### src/rtl/uart_rx_lb.sv
// Localbus UART receiver: 2-flop rxd synchronizer, 8N1 deframer, byte FIFO and RXDATA/STATUS/DIV registers.
// Define UART_RX_PARITY_EN to receive 8E1 frames (adds a parity bit and STATUS[4] parity_err).
module uart_rx_lb #(
   parameter int DEFAULT_DIV = 868,
   parameter int FIFO_AW     = 4
) (
   input  logic        clk,
   input  logic        rst_n,
   input  logic [3:0]  addr,
   input  logic [31:0] qin,
   input  logic [3:0]  we,
   input  logic        re,
   output logic [31:0] qout,
   input  logic        rxd,
   output logic        int_uart_rx
);

   localparam int          DEPTH   = 2 ** FIFO_AW;
   localparam logic [15:0] DIV_RST = 16'(DEFAULT_DIV);

   // state  | meaning
   // IDLE   | line idle, waiting for a synced 1->0 edge
   // START  | half-bit wait, then confirm start bit is still low
   // DATA   | eight data samples one bit-time apart, LSB first
   // PARITY | ninth sample, even parity check (parity build only)
   // STOP   | stop-bit sample; high pushes the byte, low flags frame error
   typedef enum logic [2:0] {
      S_IDLE,
      S_START,
      S_DATA,
      S_PARITY,
      S_STOP
   } state_t;

   state_t      state;
   logic        rx_s1;
   logic        rx_s2;
   logic        rx_prev;
   logic        rx_fall;
   logic [15:0] div_reg;
   logic [15:0] div_half;
   logic [15:0] cnt;
   logic [2:0]  bit_idx;
   logic [7:0]  shreg;
   logic        push_req;
   logic [7:0]  push_data;
   logic        frame_set;

   logic [7:0]         mem [DEPTH];
   logic [FIFO_AW-1:0] wr_ptr;
   logic [FIFO_AW-1:0] rd_ptr;
   logic [FIFO_AW:0]   count;
   logic               empty;
   logic               full;
   logic               pop;
   logic               push_ok;
   logic               overrun_set;

   logic        ie;
   logic        overrun;
   logic        frame_err;
   logic        par_bit;
   logic        wr;
   logic [1:0]  sel;
   logic        wr_status;
   logic [31:0] status_word;
   logic        unused_bits;

   always_ff @(posedge clk or negedge rst_n) begin
      if (!rst_n) begin
         rx_s1   <= 1'b1;
         rx_s2   <= 1'b1;
         rx_prev <= 1'b1;
      end else begin
         rx_s1   <= rxd;
         rx_s2   <= rx_s1;
         rx_prev <= rx_s2;
      end
   end

   assign rx_fall  = rx_prev & ~rx_s2;
   assign div_half = {1'b0, div_reg[15:1]};

`ifdef UART_RX_PARITY_EN
   logic parity_set;
   logic parity_err;
`endif

   always_ff @(posedge clk or negedge rst_n) begin
      if (!rst_n) begin
         state      <= S_IDLE;
         cnt        <= 16'd0;
         bit_idx    <= 3'd0;
         shreg      <= 8'd0;
         push_req   <= 1'b0;
         push_data  <= 8'd0;
         frame_set  <= 1'b0;
`ifdef UART_RX_PARITY_EN
         parity_set <= 1'b0;
`endif
      end else begin
         push_req   <= 1'b0;
         frame_set  <= 1'b0;
`ifdef UART_RX_PARITY_EN
         parity_set <= 1'b0;
`endif
         case (state)
            S_IDLE: begin
               if (rx_fall) begin
                  state <= S_START;
                  cnt   <= div_half - 16'd1;
               end
            end
            S_START: begin
               if (cnt != 16'd0) begin
                  cnt <= cnt - 16'd1;
               end else if (rx_s2) begin
                  state <= S_IDLE;
               end else begin
                  state   <= S_DATA;
                  cnt     <= div_reg - 16'd1;
                  bit_idx <= 3'd0;
               end
            end
            S_DATA: begin
               if (cnt != 16'd0) begin
                  cnt <= cnt - 16'd1;
               end else begin
                  shreg   <= {rx_s2, shreg[7:1]};
                  cnt     <= div_reg - 16'd1;
                  bit_idx <= bit_idx + 3'd1;
                  if (bit_idx == 3'd7) begin
`ifdef UART_RX_PARITY_EN
                     state <= S_PARITY;
`else
                     state <= S_STOP;
`endif
                  end
               end
            end
`ifdef UART_RX_PARITY_EN
            S_PARITY: begin
               if (cnt != 16'd0) begin
                  cnt <= cnt - 16'd1;
               end else begin
                  // even parity: data bits plus parity bit must XOR to zero
                  parity_set <= rx_s2 ^ (^shreg);
                  cnt        <= div_reg - 16'd1;
                  state      <= S_STOP;
               end
            end
`endif
            S_STOP: begin
               if (cnt != 16'd0) begin
                  cnt <= cnt - 16'd1;
               end else begin
                  if (rx_s2) begin
                     push_req  <= 1'b1;
                     push_data <= shreg;
                  end else begin
                     frame_set <= 1'b1;
                  end
                  state <= S_IDLE;
               end
            end
            default: state <= S_IDLE;
         endcase
      end
   end

   assign empty       = (count == '0);
   assign full        = (count == DEPTH[FIFO_AW:0]);
   assign wr          = |we;
   assign sel         = addr[3:2];
   assign wr_status   = wr && (sel == 2'd1);
   assign pop         = re && (sel == 2'd0) && !empty;
   // a same-cycle pop frees the slot, so a push on full is still accepted
   assign push_ok     = push_req && (!full || pop);
   assign overrun_set = push_req && full && !pop;

   always_ff @(posedge clk) begin
      if (push_ok) begin
         mem[wr_ptr] <= push_data;
      end
   end

   always_ff @(posedge clk or negedge rst_n) begin
      if (!rst_n) begin
         wr_ptr <= '0;
         rd_ptr <= '0;
         count  <= '0;
      end else begin
         if (push_ok) begin
            wr_ptr <= wr_ptr + FIFO_AW'(1);
         end
         if (pop) begin
            rd_ptr <= rd_ptr + FIFO_AW'(1);
         end
         case ({push_ok, pop})
            2'b10:   count <= count + (FIFO_AW + 1)'(1);
            2'b01:   count <= count - (FIFO_AW + 1)'(1);
            default: count <= count;
         endcase
      end
   end

`ifdef UART_RX_PARITY_EN
   always_ff @(posedge clk or negedge rst_n) begin
      if (!rst_n) begin
         parity_err <= 1'b0;
      end else begin
         parity_err <= (parity_err & ~(wr_status & qin[4])) | parity_set;
      end
   end
   assign par_bit = parity_err;
`else
   assign par_bit = 1'b0;
`endif

   // sticky flags: hardware set takes priority over a same-cycle W1C
   always_ff @(posedge clk or negedge rst_n) begin
      if (!rst_n) begin
         ie        <= 1'b0;
         overrun   <= 1'b0;
         frame_err <= 1'b0;
         div_reg   <= DIV_RST;
      end else begin
         overrun   <= (overrun & ~(wr_status & qin[2])) | overrun_set;
         frame_err <= (frame_err & ~(wr_status & qin[3])) | frame_set;
         if (wr_status) begin
            ie <= qin[8];
         end
         if (wr && (sel == 2'd2)) begin
            div_reg <= (qin[15:0] < 16'd4) ? 16'd4 : qin[15:0];
         end
      end
   end

   assign status_word = {23'd0, ie, 3'd0, par_bit, frame_err, overrun, full, !empty};

   always_ff @(posedge clk or negedge rst_n) begin
      if (!rst_n) begin
         qout        <= 32'd0;
         int_uart_rx <= 1'b0;
      end else begin
         int_uart_rx <= ie & !empty;
         if (re) begin
            case (sel)
               2'd0:    qout <= empty ? 32'd0 : {23'd0, 1'b1, mem[rd_ptr]};
               2'd1:    qout <= status_word;
               2'd2:    qout <= {16'd0, div_reg};
               default: qout <= 32'd0;
            endcase
         end
      end
   end

   assign unused_bits = ^{addr[1:0], qin[31:16]};

endmodule

### config.mk
export PLATFORM = sky130hd
export DESIGN_NAME = uart_rx_lb
export DESIGN_NICKNAME = d
export VERILOG_FILES = /design/src/rtl/uart_rx_lb.sv
export SDC_FILE = /design/constraint.sdc
export NUM_CORES = 1
export LEC_CHECK = 0
export ABC_AREA = 1
export CAP_MARGIN = 20
export CORE_MARGIN = 1.5
export CORE_UTILIZATION = 55
export CTS_CLUSTER_DIAMETER = 60
export DETAILED_ROUTE_END_ITERATION = 8
export PLACE_DENSITY = 0.75
export SYNTH_ARGS = -nofsm -noshare
export SYNTH_HDL_FRONTEND = slang
export SYNTH_SLANG_ARGS = --single-unit
export TNS_END_PERCENT = 100
### constraint.sdc
create_clock -name clk -period 3.26 [get_ports clk]
set_input_delay 0.815 -clock clk [delete_from_list [all_inputs] [get_ports clk]]
set_output_delay 0.815 -clock clk [all_outputs]
set_load 0.005 [all_outputs]
# Word level (Yosys, flattened, before mapping)
# Memories as Yosys holds them, arrays and structs flattened.
# Cells that the tools add are included.
# op_classes
n_addsub	8
n_lt_le_gt_ge	1
eq_ne	17
mux	29
bitwise_logic	12
reduce_logical	24
# ops
cell	count
2-to-1 mux 16 bit	6
one-hot mux 32 bit (3 select lines)	1
one-hot mux 16 bit (4 select lines)	1
subtractor 16 x 1 -> 16 bit, second input constant	2
2-to-1 mux 3 bit	8
less-than comparator 16 x 3 -> 1 bit, second input constant	1
nonzero test 16 bit	1
subtractor 15 x 1 -> 16 bit, second input constant	1
inequality test 2 bit, second input constant	7
one-hot mux 3 bit (4 select lines)	1
one-hot mux 5 bit (2 select lines)	1
2-to-1 mux 9 bit	1
adder 4 x 1 -> 4 bit, second input constant	2
2-to-1 mux 1 bit	8
AND reduction 4 bit	2
logical AND 1 bit	7
AND 1 bit	6
equality test 3 bit, second input constant	2
one-hot mux 3 bit (2 select lines)	1
adder 5 x 1 -> 5 bit, second input constant	1
equality test 5 bit, second input constant	1
logical NOT 5 bit	1
AND reduction 5 bit	1
subtractor 5 x 1 -> 5 bit, second input constant	1
18 further kinds	27
# word_totals
regBits	108
ramBits	128
in_bits	44
output_inout_bits	33
word_cells	111
memories	1
# mem_list
memory	words	width	read_ports	rd_clocked_by_memory_dff	wr	line	text
mem	16	8	1	0	1	49	logic [7:0] mem [DEPTH];

# Logic depth before layout (Yosys ltp)
# Gate-level depths: netlist of run 1.
# logic_depth
word_depth	7
mapped_depth	17
ltp_nobuf	17

# Worst setup path before layout of run 1
# OpenSTA, ideal clock, no wires.
# synth_timing
path_type	input to register
start	input port addr[2]
end	register count[4]
setup_ns	0.126
arrival_time_ns	2.439
required_ns	3.134
slack_ns	0.695
cell_stages	16
path_buffers	0
path_cell_list	nor2_1 nand2_1 inv_2 nand2_2 nand2_1 nand2_1 ha_1 xor2_1 ha_1 inv_1 nand2_1 nand3_1 nand3b_1 xor2_1 nand2_1 o21ai_0
# synth_via
elab_chain_len	7
elab_cells_between_ends	9
classes_between	eq/ne (2); mux (1); reduce/logical (6)
# synth_rtl
element	line	text
start, declared	9	input logic [3:0] addr,
logical NOT 2 bit (*)	176	assign pop = re && (sel == 2'd0) && !empty;
logical AND 1 bit (*) (2 in a row)	176	
logical OR 1 bit	178	assign push_ok = push_req && (!full || pop);
logical AND 1 bit	178	
equality test 2 x 1 -> 1 bit / equality test 2 bit (equally long branches)	199	case ({push_ok, pop})
one-hot mux 5 bit (2 select lines) / nonzero test 2 bit (equally long branches)	-	
end signal, assigned	200	2'b10: count <= count + (FIFO_AW + 1)'(1);
end signal, assigned	201	2'b01: count <= count - (FIFO_AW + 1)'(1);
end signal, assigned	202	default: count <= count;
end, declared	52	logic [FIFO_AW:0] count;
# Every way passes the cells marked *; elsewhere a longest branch is shown, timed or not.
# A chain may end at the register's enable or synchronous reset.

# Worst setup path after layout of run 1
# layout_timing
start	input port addr[3]
end	register count[4]
# The elaborated chain is that of the path after synthesis.

==> results of run 1 <==
-- power by group through the flow --
stage               registers (mW)  clock network, mW  logic, mW
CTS                           3.45               2.60       3.07
global route                  3.50               2.69       3.50
global placement              3.50                  0       3.00
finish                        3.46               2.56       3.07
detailed placement            3.50                  0       3.05
floorplan                     3.43                  0       2.31
-- final timing paths --
check | start | to | slack (ns) | cells after the start
worst max-delay path | addr[3] | count[4] | 0.73 | 17
worst min register to register | rx_s1 | rx_s2 | 0.35 | 0
worst max register to register | count[2] | count[4] | 0.79 | 17
worst min-delay path | rst_n | qout[5] | 0.19 | 1
max in group asynchronous | rst_n | rx_s2 | 2.32 | 2
min in group clk | rx_s1 | rx_s2 | 0.35 | 0
-- synthesized netlist by cell type, types with 14 or more instances --
master    number
nand2_1      440
nand3_1      131
edfxtp_1     128
nor2_1       120
inv_1        119
dfrtp_1       84
o21ai_0       44
clkbuf_1      27
xor2_1        22
buf_4         17
o21ai_1       17
ha_1          14
-- per-layer routing --
metal / global-route usage (%) / vias to the layer above / routed length [µm]
met5: 0 / - / 0
met4: 8.347 / 0 / 747
li1: - / 4189 / -
met1: 35.81 / 3910 / 11110
met2: 40.29 / 275 / 11710
met3: 3.510 / 46 / 1544
-- per-stage QoR --
step	util (%)	std cells	instance area (µm²)	hold slack [ns]	setup WS, ns
final	63.81	1613	12460	0.1898	0.7292
after global routing	63.81	1613	12460	0.2079	0.5308
after CTS	63.81	1613	12460	0.1917	0.7199
after detailed placement	60.02	1571	11720	0.3494	0.1646
after global placement	60.02	1571	11720	0.3468	0.2152
after floorplan	-	1291	11050	0.3452	0.6949
-- cells by family after synthesis --
kind of cell	after synthesis
AND/OR/NAND/NOR	727
buffers and inverters	186
XOR/XNOR	27
flip-flops	220
other	1
adder cells (fa/ha/maj)	15
AO/OA/AOI/OAI	100
-- cells in the final DEF (no fill, tap or decap), types with 16 or more instances in the layout --
master	synthesis	layout
nand3_1	131	131
edfxtp_1	128	128
nand2_1	440	440
nor2_1	120	120
o21ai_1	17	17
buf_4	17	27
conb_1	1	16
clkbuf_16	0	23
dfrtp_1	84	83
clkdlybuf4s50_1	0	41
o21ai_0	44	44
inv_1	119	119
xor2_1	22	22
-- cell type report --
cell class	instances	area (µm²)	area share (%)
Tap cell	265	331.6	2.661
Timing Repair Buffer	69	633.1	5.081
Sequential cell	220	6157	49.42
Clock inverter	16	153.9	1.235
Clock buffer	26	586.8	4.710
Inverter	132	500.5	4.017
Multi-Input combinational cell	885	4096	32.88
==> metrics.txt, run 1 <==
status finished clean; crit path buf inv count 3; Post-Synthesis Cell Area 10990 µm²; cell row count 51; number of global-route vias before repair 7919; CTS resizes 0; share of cells above drive strength 1 8.383%; Distinct cells, synth 43; Switching Share 37.69%; Clock Sink Count 220; Final min period 2.531 ns; count of state elements after synthesis 220; syn_area_per_cell 8.615 µm²; critical path type input port to flop; Synth Area in Adders 1.684%; vias 8420; Routed Antenna Nets 0; drt first-iter violations 810; Setup TNS 0 ns; largest net degree at the start of global routing 72; Comb pwr share 33.8%; first-pass GRT wire length 40.54 mm; die area 20840 µm²; initial antenna violation count 0; H-Tree Depth 1; Most used DFF post-synth edfxtp_1; static leakage 5.748 nW; IO Pins 77; area leader, netlist edfxtp_1; routed vias/inst 5.220; GPL Wtd Cong 0.9060; Yosys top cell area share 34.96%; area delta synth->final 13.34%; Die Y 144.4 µm; number of remaining DRC errors 0; number of synthesized flops with an enable pin 128; CP peak stage delay 0.44 ns; final hold violation count 0; max-slew violation count 0; largest family of logic cells by synthesized area simple AND/OR/NAND/NOR gates; Req. time, crit path 3.67 ns; RSZ-0062 raised after global routing no; Arrival @ worst endpoint 2.94 ns; worst min-delay path class input port to async pin; CORE AREA 19530 µm²; count of input and output buffers 42; maximum root-to-sink buffer count 3; Seq/Total Area, Yosys 56.00%; crit start category input port; Initial Util 56.30%; Post-Route WL 25.11 mm; maximum VDD drop 0.6506 mV; total track usage 25.25%; Pwr Total 9.083 mW; most flop-heavy register mem; CTS tree yes; Filler cells 1629; Flop pwr share 38.1%; Synth async-reset ratio 41.82%; # setup viols final 0; clk root buf clkbuf_16; top fanout value on the critical path 4; Post-CTS Setup Inserts 0; fin nets 1389; cell mode on critical path nand2_1; Worst-Margin Slew 0.7854 ns; total CTS buffers 23; crit path max-delay cell type clkdlybuf4s50_1; relative slew slack 47.56%; Worst-path clk slew 0.06 ns; Max Cap Viol 0; Ys Warns 0; Cell Chain, Critical Path clkdlybuf4s50_1, nor2_1, nand2_1, inv_2, nand2_2, nand2_1, nand2_1, ha_1, xor2_1, ha_1, inv_1, nand2_1, nand3_1, nand3b_1, xor2_1, nand2_1, o21ai_0; f_max 0.3951 GHz; NetSw 3.424 mW; CP Capture Type flop; Worst-Skew Late Latency 0.53 ns; Clock Power Share 28.2%; drt pass-1 iters 5; internal power 5.659 mW; Mapped Cells 1276; final HPWL from detailed placement 17.02 mm; ANT cells 0; Pwr Density 729.0 nW/µm²; Hold Buf Count CTS 0; Post-Synth Simple-Gate Area 27.58%; Remaining Overflow, GRT 0; Clock Skews 0.01838 ns; chip width 144.4 µm; Synth Area in Compound Gates 5.304%; XOR/XNOR Fraction of Synth Area 2.151%; synth top area cells edfxtp_1 35%, dfrtp_1 19%, nand2_1 15%; Tcrit/Tclk final 77.63%; Top delay family on crit path simple AND/OR/NAND/NOR gates; post-synthesis mux area share 0%; number of flip-flops in the largest register 128; DR WL/cell 15.57 µm
No activity file was read; power rests on OpenSTA's default activity.
==> inputs of run 2 (changes only) <==
- clock period: 3.26 -> 2.45 ns (I/O delays scaled with it)
==> run 2 against run 1 <==
Effect of this change: sequential share of layout area shrank 0.66 points; register-to-register slack lost 0.61 ns; final cell count grew 1.2%; flip-flop and latch count is the same; clock skew shrank 0.0069 ns; non-clock buffer count grew 18; core utilization grew 0.88 points; largest power group unchanged.
==> metrics.txt, run 2 (same netlist as run 1, synthesis figures left out) <==
CORE AREA 19530 µm²; Worst-path clk slew 0.06 ns; H-Tree Depth 1; critical path type flop to flop; count of input and output buffers 42; relative slew slack 48.32%; Die Y 144.4 µm; Pwr Density 960.7 nW/µm²; CP Capture Type flop; dpl cell area 11870 µm²; Final min period 2.269 ns; first-pass GRT wire length 39.76 mm; ANT cells 0; worst r2r dst count[4]; Worst-Skew Late Latency 0.52 ns; Worst R2R Path Depth 17; crit start category flop; GPL Wtd Cong 0.9057; CP peak stage delay 0.44 ns; Routed Antenna Nets 0; crit path max-delay cell type dfrtp_1; most frequent cells in the layout 440 x nand2_1, 130 x nand3_1, 128 x edfxtp_1; most common cell after layout, fill and taps aside nand2_1; DR WL/cell 15.42 µm; Pwr Total 12.13 mW; maximum root-to-sink buffer count 3; total track usage 24.82%; Hold Buf Count CTS 0; status finished clean; drt first-iter violations 571; CP Launch Point count[1]; cell mode on critical path nand2_1; Remaining Overflow, GRT 0; Setup WS post-layout 0.1811 ns; Worst-Margin Slew 0.7752 ns; Clock Skews 0.01148 ns; # setup viols final 0; clk root buf clkbuf_16; Post-Layout Cell Count 1633; final HPWL from detailed placement 17.70 mm; fin nets 1408; number of flip-flops in the largest register 128; Post-Route WL 25.19 mm; most flop-heavy register mem; Place WS -0.3814 ns; max-slew violation count 0; Cell Chain, Critical Path nor2_1, nand3_2, nand2_1, inv_2, nand2_2, nand2_1, nand2_1, ha_4, xor2_2, ha_1, inv_1, nand2_1, nand3_1, nand3b_1, xor2_1, nand2_1, o21ai_0; Arrival @ worst endpoint 2.70 ns; f_max 0.4407 GHz; chip width 144.4 µm; cell row count 51; worst min-delay path class input port to async pin; static leakage 5.838 nW; Finished Cell Area 12630 µm²; final hold violation count 0; total CTS buffers 24; Tcrit/Tclk final 92.61%; r2r setup slk 0.18 ns; largest net degree at the start of global routing 44; initial antenna violation count 0; Req. time, crit path 2.88 ns; Top delay family on crit path simple AND/OR/NAND/NOR gates; top fanout value on the critical path 4; IO Pins 77; vias 8545; CTS tree yes; Clock Sink Count 220; share of cells above drive strength 1 10.09%; die area 20840 µm²; number of remaining DRC errors 0; Initial Util 56.30%; RR Startpoint count[1]; maximum VDD drop 0.7101 mV; Max Cap Viol 0; routed vias/inst 5.233; Inst Count DP 1589; Stages on worst setup path 17; number of global-route vias before repair 8021; drt pass-1 iters 5; crit path buf inv count 2; Core Util, Final 64.69%; area delta synth->final 14.90%
==> run 2: cell types whose count changed in the layout (fill, tap and decap cells not counted), moves of 2 or more <==
cell,delta
clkinv_2,+3
xor2_2,+2
xor2_1,-2
inv_6,-2
buf_4,+17
clkinvlp_4,-2
bufinv_16,-2
==> run 2: worst max path at each step <==
stage	end	slack, ns
6_report	count[4]	0.18
5_1_grt	count[4]	-0.05
4_1_cts	count[4]	0.05
3_5_place_dp	count[4]	-0.38
3_3_place_gp	count[4]	-0.31
2_1_floorplan	count[4]	0.09
==> run 2: worst reg2reg max path, stage by stage (launching register included) <==
cell	delay, ns
dfrtp_1	0.44
nor2_1	0.18
nand3_2	0.11
nand2_1	0.09
inv_2	0.04
nand2_2	0.07
nand2_1	0.05
nand2_1	0.12
ha_4	0.17
xor2_2	0.18
ha_1	0.17
inv_1	0.03
nand2_1	0.08
nand3_1	0.09
nand3b_1	0.11
xor2_1	0.14
nand2_1	0.05
o21ai_0	0.07
==> run 2: report_power, final <==
group | internal (mW) | switching, mW | leakage, nW
clock network | 1.84 | 1.43 | 0.365
logic | 1.44 | 2.80 | 3.00
registers | 4.24 | 0.385 | 2.47
==> run 2: metal layers <==
layer	vias up	share of wire (%)	global-route usage [%]	routed length, µm
met4	0	3.9	10.42	970
met5	-	0	0	0
met2	296	45	39.76	11410
li1	4238	-	-	-
met1	3942	44	33.91	11090
met3	69	6.8	3.841	1713
==> run 2: area by class of cell <==
| type | instances | area (µm²) |
|---|---|---|
| inverter | 132 | 500.5 |
| timing repair buffer | 87 | 780.7 |
| fill | 1626 | 6895 |
| multi-input combinational | 885 | 4136 |
| tap | 265 | 331.6 |
| clock buffer | 29 | 629.4 |
| clock inverter | 15 | 93.84 |
| sequential | 220 | 6158 |
==> run 2: through the flow <==
stage | setup TNS, ns | hold slack [ns]
global route | -0.04734 | 0.04010
finish | 0 | 0.02481
detailed placement | -11.34 | 0.3479
CTS | 0 | 0.02326
floorplan | 0 | 0.3169
global placement | -5.117 | 0.3461
==> run 2: repair_timing <==
| item | 4_1_cts | 5_1_grt |
|---|---|---|
| gates resized for setup | 0 | 8 |
| setup buffers | 0 | 0 |
| endpoints found under the setup margin | 0 | 2 |
==> inputs of run 3 (changes only) <==
- CAP_MARGIN: 20 -> 5
- RECOVER_POWER: default -> 50
- clock period: 2.45 -> 2.72 ns (I/O delays scaled with it)
==> run 3 against run 2 <==
Effect of this change: the run now ends with capacitance limit, slew limit left; clock skew rose by 0.013 ns; first-iteration DRC count rose by 18%; clock power fell by 8.6%; design area fell by 0.71%; sequential share of layout area rose by 0.33 points; setup slack improved by 0.22 ns; clock-buffer cell count rose by 1; critical path depth did not move; core utilization fell by 0.46 points; fmax fell by 2.3%; critical path type unchanged; largest cell class unchanged.
==> metrics.txt, run 3 (same netlist as run 1, synthesis figures left out) <==
status finished, violations left; failing checks capacitance limit, slew limit; Switching Share 37.51%; f_max 0.4304 GHz; Hold Path Depth 0; chip width 144.4 µm; internal power 6.804 mW; final hold violation count 0; Die Y 144.4 µm; IO Pins 77; CP Launch Point count[2]; crit start category flop; number of flip-flops in the largest register 128; # setup viols final 0; DR WL/cell 15.29 µm; critical path type flop to flop; Initial Util 56.30%; vias 8483; die area 20840 µm²; area delta synth->final 14.08%; Final min period 2.323 ns; Filler cells 1638; ANT cells 0; Worst R2R Path Depth 17; worst r2r dst count[4]; Setup WS post-layout 0.3966 ns; Flop pwr share 38.4%; Routed Antenna Nets 0; Post-CTS Setup Inserts 0; CORE AREA 19530 µm²; Worst-path clk slew 0.06 ns; Hold Buf Count CTS 0; top fanout value on the critical path 5; number of global-route vias before repair 7778; H-Tree Depth 1; most frequent cells in the layout 441 x nand2_1, 131 x nand3_1, 128 x edfxtp_1; maximum VDD drop 0.7237 mV; Setup TNS 0 ns; Arrival @ worst endpoint 2.76 ns; count of input and output buffers 42; fin nets 1405; initial antenna violation count 0; Worst-Skew Late Latency 0.52 ns; cell row count 51; hold_sp rx_s1; NetSw 4.084 mW; drt first-iter violations 675; first-pass GRT wire length 39.37 mm; Core Util, Final 64.23%; Post-Route WL 24.91 mm; final HPWL from detailed placement 17.56 mm; Remaining Overflow, GRT 0; Req. time, crit path 3.16 ns; Worst-Margin Slew 2.165 ns; drt pass-1 iters 5; Clock Power Share 27.4%; Hold Path End rx_s2; worst min-delay path class flop to flop; max-slew violation count 38; GPL Wtd Cong 0.9275; total CTS buffers 24; share of cells above drive strength 1 8.651%; Pwr Total 10.89 mW; static leakage 5.798 nW; Storage cell area 6156 µm²; RR Startpoint count[2]; Clock Sink Count 220; CTS resizes 0; crit path buf inv count 2; r2r setup slk 0.40 ns; number of remaining DRC errors 0; Pwr Density 868.2 nW/µm²; Hold WS 0.3596 ns; cell mode on critical path nand2_1; area of the multi-input gates 4094 µm²; routed vias/inst 5.207; CP Capture Type flop; most flop-heavy register mem; Cell Chain, Critical Path nor2_1, nand3_1, nand2_1, inv_1, nand2_1, nand2_1, nand2_1, ha_1, xor2_1, ha_1, inv_1, nand2_1, nand3_1, nand3b_1, xor2_1, nand2_1, o21ai_0; most common cell after layout, fill and taps aside nand2_1; crit path max-delay cell type dfrtp_1; clk root buf clkbuf_16; Top delay family on crit path simple AND/OR/NAND/NOR gates; Tcrit/Tclk final 85.42%; Clock Skews 0.02449 ns; CP peak stage delay 0.43 ns; maximum root-to-sink buffer count 3; Comb pwr share 34.1%; CTS tree yes; Max Cap Viol 1; Place WS -0.1075 ns; RSZ-0062 raised after global routing no; relative slew slack -44.32%; largest net degree at the start of global routing 39; total track usage 24.38%
## run 3: cell types whose count changed in the layout (fill, tap and decap cells not counted), moves of 2 or more
| cell | change |
|---|---|
| buf_4 | -6 |
| clkbuf_1 | +4 |
| clkbuf_2 | +2 |
| clkinv_1 | +2 |
| clkinv_2 | -4 |
| dfrtp_1 | +2 |
| dfrtp_2 | -2 |
| xor2_1 | +2 |
| xor2_2 | -2 |
## run 3: how the worst max path moves through the flow
stage | cells past startpoint | slack, ns | end
after floorplan | 16 | 0.29 | count[4]
final | 17 | 0.40 | count[4]
after global placement | 15 | -0.09 | count[4]
after detailed placement | 15 | -0.11 | count[4]
after CTS | 17 | 0.41 | count[4]
after global routing | 17 | 0.14 | count[4]
## run 3: worst register-to-register path: cells and delay by family (launching register included)
family          cells  cell delay (ns)
buf+inv             2             0.09
flops               1             0.43
simple gates       10             0.95
compound gates      1             0.07
xor+xnor            2             0.35
fa+ha+maj           2             0.36
## run 3: final cells by class
cell class                 instances  share of cell area (%)
timing repair buffer              84                   5.847
clock inverter                    13                  0.8181
sequential                       220                   49.09
clock buffer                      30                   4.969
multi-input combinational        885                   32.64
tap                              265                   2.644
inverter                         132                   3.991
## run 3: stage by stage
stage | instance area [µm²] | instances
after floorplan | 11050 | 1291
after global placement | 11830 | 1586
after detailed placement | 11830 | 1586
after CTS | 12560 | 1629
after global routing | 12540 | 1629
final | 12540 | 1629
## run 3: power by group through the flow
stage / Sequential (mW) / Clock (mW) / Combinational, mW
after floorplan: 4.11 / 0 / 2.78
after global placement: 4.23 / 0 / 3.64
after detailed placement: 4.24 / 0 / 3.70
after CTS: 4.18 / 3.03 / 3.72
after global routing: 4.23 / 3.15 / 4.20
final: 4.18 / 2.99 / 3.72
## run 3: routing by layer
layer / part of all wire [%] / up-vias / global-route usage (%)
li1: - / 4222 / -
met3: 7.4 / 42 / 3.543
met4: 2.4 / 0 / 7.177
met2: 46 / 305 / 38.88
met5: 0 / - / 0
met1: 44 / 3914 / 34.88
